### config.mk
export PLATFORM = sky130hd
export DESIGN_NAME = multiplier_datapath
export DESIGN_NICKNAME = d
export VERILOG_FILES = /design/src/rtl/mult_pkg.sv /design/src/rtl/mult_rs_reg.sv /design/src/rtl/multiplier_datapath.sv
export SDC_FILE = /design/constraint.sdc
export NUM_CORES = 1
export LEC_CHECK = 0
export ABC_AREA = 0
export CAP_MARGIN = 20
export CORE_UTILIZATION = 53
export CTS_CLUSTER_SIZE = 28
export DETAILED_ROUTE_END_ITERATION = 6
export GPL_ROUTABILITY_DRIVEN = 0
export PLACE_DENSITY = 0.9
export RECOVER_POWER = 100
export SYNTH_ARGS = -nofsm -noshare
export SYNTH_HDL_FRONTEND = slang
export SYNTH_SLANG_ARGS = --single-unit
export TNS_END_PERCENT = 100
### constraint.sdc
create_clock -name clk -period 4.3 [get_ports clk]
set_clock_uncertainty 0.1 [all_clocks]
set_input_delay 0.43 -clock clk [delete_from_list [all_inputs] [get_ports clk]]
set_output_delay 0.43 -clock clk [all_outputs]
set_load 0.02 [all_outputs]
### src/rtl/mult_pkg.sv
// rtl/mult_pkg.sv - shared widths and RS operation encoding for the shift-add multiplier
//
// Purpose : default operand width, derived product/RS widths, and the decoded
//           RS register operation used by the datapath and its bench.
// Ports   : none (package)

package mult_pkg;

  localparam int MULT_WIDTH = 14;
  localparam int PROD_W     = 2 * MULT_WIDTH;
  localparam int RS_W       = 2 * MULT_WIDTH + 1;

  // One decoded operation per edge for the running-sum register.
  typedef enum logic [2:0] {
    RS_HOLD   = 3'd0,
    RS_CLR    = 3'd1,
    RS_ADD    = 3'd2,
    RS_SHR    = 3'd3,
    RS_ADDSHR = 3'd4
  } rs_op_e;

endpackage

### src/rtl/mult_rs_reg.sv
// rtl/mult_rs_reg.sv - running-sum register with upper-half adder and right shifter
//
// Purpose : holds RS (2*WIDTH+1 bits, top bit is the add carry) and applies
//           one decoded operation per clock.
// Ports   :
//   clk   in   rising-edge clock
//   rst   in   asynchronous active-low reset
//   op    in   decoded RS operation (rs_op_e)
//   md    in   multiplicand added into the upper half
//   rs    out  RS[2*WIDTH-1:0]

module mult_rs_reg
  import mult_pkg::*;
#(
  parameter int WIDTH = MULT_WIDTH
) (
  input  logic                 clk,
  input  logic                 rst,
  input  rs_op_e               op,
  input  logic [WIDTH-1:0]     md,
  output logic [2*WIDTH-1:0]   rs
);

  logic [2*WIDTH:0] rs_q;
  logic [WIDTH:0]   sum;

  // The add deliberately ignores the old carry bit: the upper half plus MD
  // produces a fresh W+1-bit sum that overwrites RS[2W:W].
  assign sum = {1'b0, rs_q[2*WIDTH-1:WIDTH]} + {1'b0, md};

  always_ff @(posedge clk or negedge rst) begin
    if (!rst) begin
      rs_q <= '0;
    end else begin
      case (op)
        RS_CLR:    rs_q <= '0;
        RS_ADD:    rs_q <= {sum, rs_q[WIDTH-1:0]};
        RS_SHR:    rs_q <= {1'b0, rs_q[2*WIDTH:1]};
        // Add then shift in one edge: the sum's carry lands in bit 2W-1.
        RS_ADDSHR: rs_q <= {1'b0, sum, rs_q[WIDTH-1:1]};
        default:   rs_q <= rs_q;
      endcase
    end
  end

  assign rs = rs_q[2*WIDTH-1:0];

endmodule

### src/rtl/multiplier_datapath.sv
// rtl/multiplier_datapath.sv - shift-add multiplier datapath with product capture and handshake
//
// Purpose : MD/MR operand registers, RS strobe priority decode, and a product
//           output register captured on the rising edge of done.
// Ports   :
//   clk         in   rising-edge clock
//   rst         in   asynchronous active-low reset
//   md_in       in   multiplicand operand
//   mr_in       in   multiplier operand
//   mdld        in   load MD
//   mrld        in   load MR
//   rsload      in   add MD into RS upper half
//   rsclear     in   clear RS (highest priority)
//   rsshr       in   shift RS right by one
//   done        in   controller done flag
//   mr          out  MR register (bit testing by controller)
//   rs          out  live RS[2W-1:0]
//   prod        out  captured product
//   prod_valid  out  prod holds an unconsumed result
//   prod_ready  in   consumer accepts prod
//   overflow    out  sticky: a result was dropped

module multiplier_datapath
  import mult_pkg::*;
#(
  parameter int WIDTH = MULT_WIDTH
) (
  input  logic                 clk,
  input  logic                 rst,
  input  logic [WIDTH-1:0]     md_in,
  input  logic [WIDTH-1:0]     mr_in,
  input  logic                 mdld,
  input  logic                 mrld,
  input  logic                 rsload,
  input  logic                 rsclear,
  input  logic                 rsshr,
  input  logic                 done,
  output logic [WIDTH-1:0]     mr,
  output logic [2*WIDTH-1:0]   rs,
  output logic [2*WIDTH-1:0]   prod,
  output logic                 prod_valid,
  input  logic                 prod_ready,
  output logic                 overflow
);

  logic [WIDTH-1:0] md_q;
  logic             done_q;
  logic             capture;
  rs_op_e           rs_op;

  // Operand registers. The RS adder sees md_q, so an mdld on the same edge
  // as rsload adds the old MD.
  always_ff @(posedge clk or negedge rst) begin
    if (!rst) begin
      md_q <= '0;
      mr   <= '0;
    end else begin
      if (mdld) md_q <= md_in;
      if (mrld) mr   <= mr_in;
    end
  end

  always_comb begin
    rs_op = RS_HOLD;
    if (rsclear)              rs_op = RS_CLR;
    else if (rsload && rsshr) rs_op = RS_ADDSHR;
    else if (rsload)          rs_op = RS_ADD;
    else if (rsshr)           rs_op = RS_SHR;
  end

  mult_rs_reg #(.WIDTH(WIDTH)) u_rs (
    .clk (clk),
    .rst (rst),
    .op  (rs_op),
    .md  (md_q),
    .rs  (rs)
  );

  // Only the rising edge of done captures, so a held done yields one result.
  assign capture = done && !done_q;

  always_ff @(posedge clk or negedge rst) begin
    if (!rst) begin
      done_q     <= 1'b0;
      prod       <= '0;
      prod_valid <= 1'b0;
      overflow   <= 1'b0;
    end else begin
      done_q <= done;
      if (capture) begin
        if (!prod_valid || prod_ready) begin
          prod       <= rs;
          prod_valid <= 1'b1;
        end else begin
          // Consumer still owns the previous result: keep it, flag the loss.
          overflow <= 1'b1;
        end
      end else if (prod_valid && prod_ready) begin
        prod_valid <= 1'b0;
      end
    end
  end

endmodule

# Yosys cells after proc, flatten, opt, wreduce, memory -nomap -nowiden
# Cells that the tools add are included.
# Widths: inputs -> output; s select.
# word_totals
in_bits	37
reg_bits	88
out_inout_bits	72
wordCells	37
# op_classes
addsub	1
muxes	8
bitwise	2
n_eq_ne	5
reduce_logical	13
# ops
operator	count
$pmux 29 s4	1
$add 14x14->15	1
$reduce_and 2->1	4
$eq 3x2->1 const B	2
$mux 3	2
$mux 2	2
$reduce_bool 4->1	1
$eq 3x1->1 const B	1
$eq 3x3->1 const B	1
$logic_and 1x1->1	3
$mux 1	3
$reduce_bool 3->1	1
$logic_not 1->1	2
$ne 2x1->1 const B	1
$not 1->1	2
$reduce_bool 2->1	1
$logic_or 1x1->1	1

# Depth between registers and ports, before layout
# logic_depth
ltp_word	7
depth_mapped	9
ltp_nobuf	9

# Modules after synthesis
# Synthesis repeated with hierarchy kept, for this count alone.
# hier_totals
hier_cells	403
hier_area_um2	4600.7
# by_module_without_submodules
mod	cells_each	n_inst	area_each_um2	seq_area_each_um2
mult_rs_reg	271	1	2362.3	725.7
multiplier_datapath	132	1	2238.4	1476.4

# Worst setup path before layout
# OpenSTA, ideal clock, no wires.
# synth_timing
path_kind	reg2reg
startpoint	register u_rs.rs_q[14]
endpoint	register u_rs.rs_q[25]
setup_time_ns	0.126
t_required_ns	4.074
t_arrival_ns	2.271
path_buffers	0
path_stages_with_launch	10
synth_period_minus_slack_ns	2.497
setup_slack_ns	1.803
path_cell_list	dfrtp_1 ha_1 inv_1 fa_1 nor2b_1 o21a_1 a311oi_2 o311ai_1 xor2_1 a221o_1
# synth_via
elab_chain_cells	2
# synth_lines
element	line_no	rtl
start, declared	mult_rs_reg.sv:24	logic [2*WIDTH:0] rs_q;
start signal, assigned	mult_rs_reg.sv:37	RS_ADD: rs_q <= {sum, rs_q[WIDTH-1:0]};
start signal, assigned	mult_rs_reg.sv:38	RS_SHR: rs_q <= {1'b0, rs_q[2*WIDTH:1]};
start signal, assigned	mult_rs_reg.sv:40	RS_ADDSHR: rs_q <= {1'b0, sum, rs_q[WIDTH-1:1]};
$add 14x14->15	mult_rs_reg.sv:29	assign sum = {1'b0, rs_q[2*WIDTH-1:WIDTH]} + {1'b0, md};
$pmux 29 s4	mult_rs_reg.sv:35	case (op)
# Every way passes these cells.
# A chain may end at the register's enable or synchronous reset.

# Worst setup path in the final report
# Ends and elaborated chain as after synthesis.

==> results.json <==
{
  "status": "finished, violations left",
  "violations": "capacitance limit, slew limit",
  "peakVddDrop_mv": 0.2595,
  "detail-route-antenna-nets": 0,
  "synth-edff-count": 0,
  "avgSynthCellArea_sq_um": 12.48,
  "max_freq_ghz": 0.3305,
  "hold_end": "prod_valid",
  "drive_above_1_share_pct": 19.04,
  "cpPeakStageDelay_ps": 660,
  "row_count": 32,
  "drcViolationCount": 0,
  "antenna_found_initial": 0,
  "worst-r2r-cell-count": 9,
  "synth-simple-area-share_pct": 5.360,
  "final_nets": 485,
  "p_per_area_nw_per_um2": 392.0,
  "clock_latency_ps": 340,
  "yosys.area.top_type_share_pct": 50.72,
  "vias": 3096,
  "ys_async_sr_fraction_pct": 100.0,
  "tns_ps": 0,
  "dp_slack_ps": 1335,
  "clkTransAtPathRegs_ps": 90,
  "synthesis.area_sq_um": 4342,
  "hold_class": "flop to flop",
  "syn_inst": 348,
  "hold_viol": 0,
  "setup_viol_count_final": 0,
  "cp_num_buf_inv": 1,
  "tightestPinTransition_ps": 2035,
  "dr.pass1.iters": 7,
  "grt_pass1_vias": 2946,
  "post-route-period-util_pct": 70.36,
  "grt_pass1_wl_mm": 14.87,
  "area_growth_pct": 27.55,
  "start_kind": "flop",
  "timing.final.crit_period_ps": 3026,
  "worst_setup_path_end_kind": "flop",
  "r2r_slack_ps": 1270,
  "port_buffers": 108,
  "wl_per_cell_um": 17.07,
  "crit_family": "compound AO/OA/AOI/OAI gates",
  "viasPerCell": 5.755,
  "stdcell_area_sq_um": 5538,
  "core-area_sq_um": 7807,
  "synth_area_leader_cell": "dfrtp_1",
  "finalMaxSlewViolations": 67,
  "cts_tree": "done",
  "arrival_ps": 3150,
  "clk_path_buf_depth": 2,
  "ys_seq_area_share_pct": 50.72,
  "cts-buffers-inserted": 9,
  "initial_core_util_pct": 55.61,
  "path_cells": "ha_1 -> inv_1 -> fa_1 -> nor2b_1 -> o21a_1 -> a311oi_1 -> o311ai_0 -> xor2_1 -> a221o_1",
  "power.leakage_uw": 0.002619,
  "synth_ff_type": "dfrtp_1",
  "synth-compound-area-share_pct": 14.93,
  "diodes": 0,
  "rsz0062_at_grt": "no",
  "min_from": "done_q",
  "grt_max_degree": 89,
  "post-route-util_pct": 70.93,
  "synthAdderAreaFrac_pct": 5.303,
  "setup_ws_ps": 1274,
  "crit_type": "flop to flop",
  "synth_top_family_by_area": "compound AO/OA/AOI/OAI gates",
  "holdPathStages": 1,
  "syn-num-nets": 402,
  "postPlaceCellArea_sq_um": 5324,
  "wirelength_mm": 9.184,
  "synth_warnings": 0,
  "cp_max_fo": 5,
  "die_w_um": 92.51,
  "cts_max_level": 3,
  "synth-seq-cells": 88,
  "overflow": 0,
  "r2r-start": "u_rs.rs_q[14]",
  "synth_mux_area_share_pct": 14.24,
  "die_area_sq_um": 8558,
  "synthXorXnorAreaFrac_pct": 2.622,
  "root_buffer": "clkbuf_8",
  "synthTopCellsByArea": "dfrtp_1 51%, mux2_2 14%, buf_4 4.8%",
  "synth.distinct_cells": 46,
  "relSlewSlack_pct": -35.67,
  "r2r_end": "u_rs.rs_q[25]",
  "ctsResizeCount": 0,
  "grt_usage_pct": 22.25,
  "crit_required_ps": 4430,
  "first_iter_violations": 190,
  "fp.dieH_um": 92.51,
  "clock_sinks": 88,
  "slowest_stage": "o311ai_0",
  "place_hpwl_mm": 6.744,
  "cap_viol_max_count": 2,
  "hold_ws_ps": 377.9,
  "io_pins": 109
}
-- flip-flops by register name, indices dropped and copies added, names as in the netlist --
name        count
mr             14
prod           28
md_q           14
prod_valid      1
done_q          1
overflow        1
u_rs.rs_q      29
-- power breakdown --
group	switching, uW	internal (uW)
clock	302	232
sequential	70.7	908
combinational	353	306
total	725	1450
-- what timing repair did --
item                                   4_1_cts  5_1_grt
endpoints found under the hold margin        0       36
hold buffers                                 0        1
setup buffers                                0        0
-- how the worst max path moves through the flow --
stage                  start            end  slack (ps)  cells past startpoint
2_1_floorplan  u_rs.rs_q[14]  u_rs.rs_q[25]        1800                      9
5_1_grt        u_rs.rs_q[14]  u_rs.rs_q[25]        1010                      9
4_1_cts        u_rs.rs_q[14]  u_rs.rs_q[25]        1480                      9
3_3_place_gp          rsload  u_rs.rs_q[16]        1440                      8
3_5_place_dp          rsload  u_rs.rs_q[21]        1340                      8
6_report       u_rs.rs_q[14]  u_rs.rs_q[25]        1270                      9
-- cell usage after synthesis (all sizes together), types with 8 or more instances --
cell type / number
a22o: 20
dfrtp: 88
buf: 29
inv: 8
o21ai: 8
xnor2: 11
a222oi: 8
clkbuf: 14
ha: 16
a21oi: 13
nand2: 24
mux2: 54
-- per-layer routing --
layer / vias up / GRT usage (%) / wire [um] / part of all wire, %
met5: - / 0 / 0 / 0
met4: 0 / 4.948 / 82 / 0.89
met3: 8 / 4.105 / 558 / 6.1
met2: 124 / 37.47 / 4567 / 50
met1: 1542 / 30.04 / 3975 / 43
li1: 1422 / - / - / -
-- cells in the final DEF (no fill, tap or decap), types with 4 or more instances in the layout --
master	netlist	routed
ha_1	16	16
clkbuf_8	0	10
a222oi_1	8	8
a21oi_1	12	12
nor2_1	5	5
mux2_2	54	54
a22o_1	20	20
o21ai_0	8	8
o21a_1	4	4
inv_1	8	8
xnor2_1	11	11
dfrtp_1	88	88
clkdlybuf4s50_1	0	30
a221o_1	7	7
nand2_1	24	24
dlygate4sd3_1	0	78
-- cells by family after synthesis --
logic type / count (synthesis)
compound gates: 76
simple gates: 47
xor+xnor: 13
mux: 55
flops: 88
fa+ha+maj: 18
buf+inv: 51
-- layout make-up --
type                       instances  area, sq um
clock buffer                      10        137.6
sequential                        88         2202
timing repair buffer             115         1142
fill                             558         2270
inverter                           8        30.03
multi-input combinational        209         1849
clock inverter                     6        48.80
tap                              102        127.6
-- per-stage QoR --
| step | instances | total power (uW) |
|---|---|---|
| 6_report | 538 | 2171 |
| 5_1_grt | 538 | 2280 |
| 4_1_cts | 535 | 2215 |
| 3_5_place_dp | 519 | 1678 |
| 3_3_place_gp | 519 | 1648 |
| 2_1_floorplan | 348 | 1435 |
Note: power is estimated with default switching activity, not from simulation.
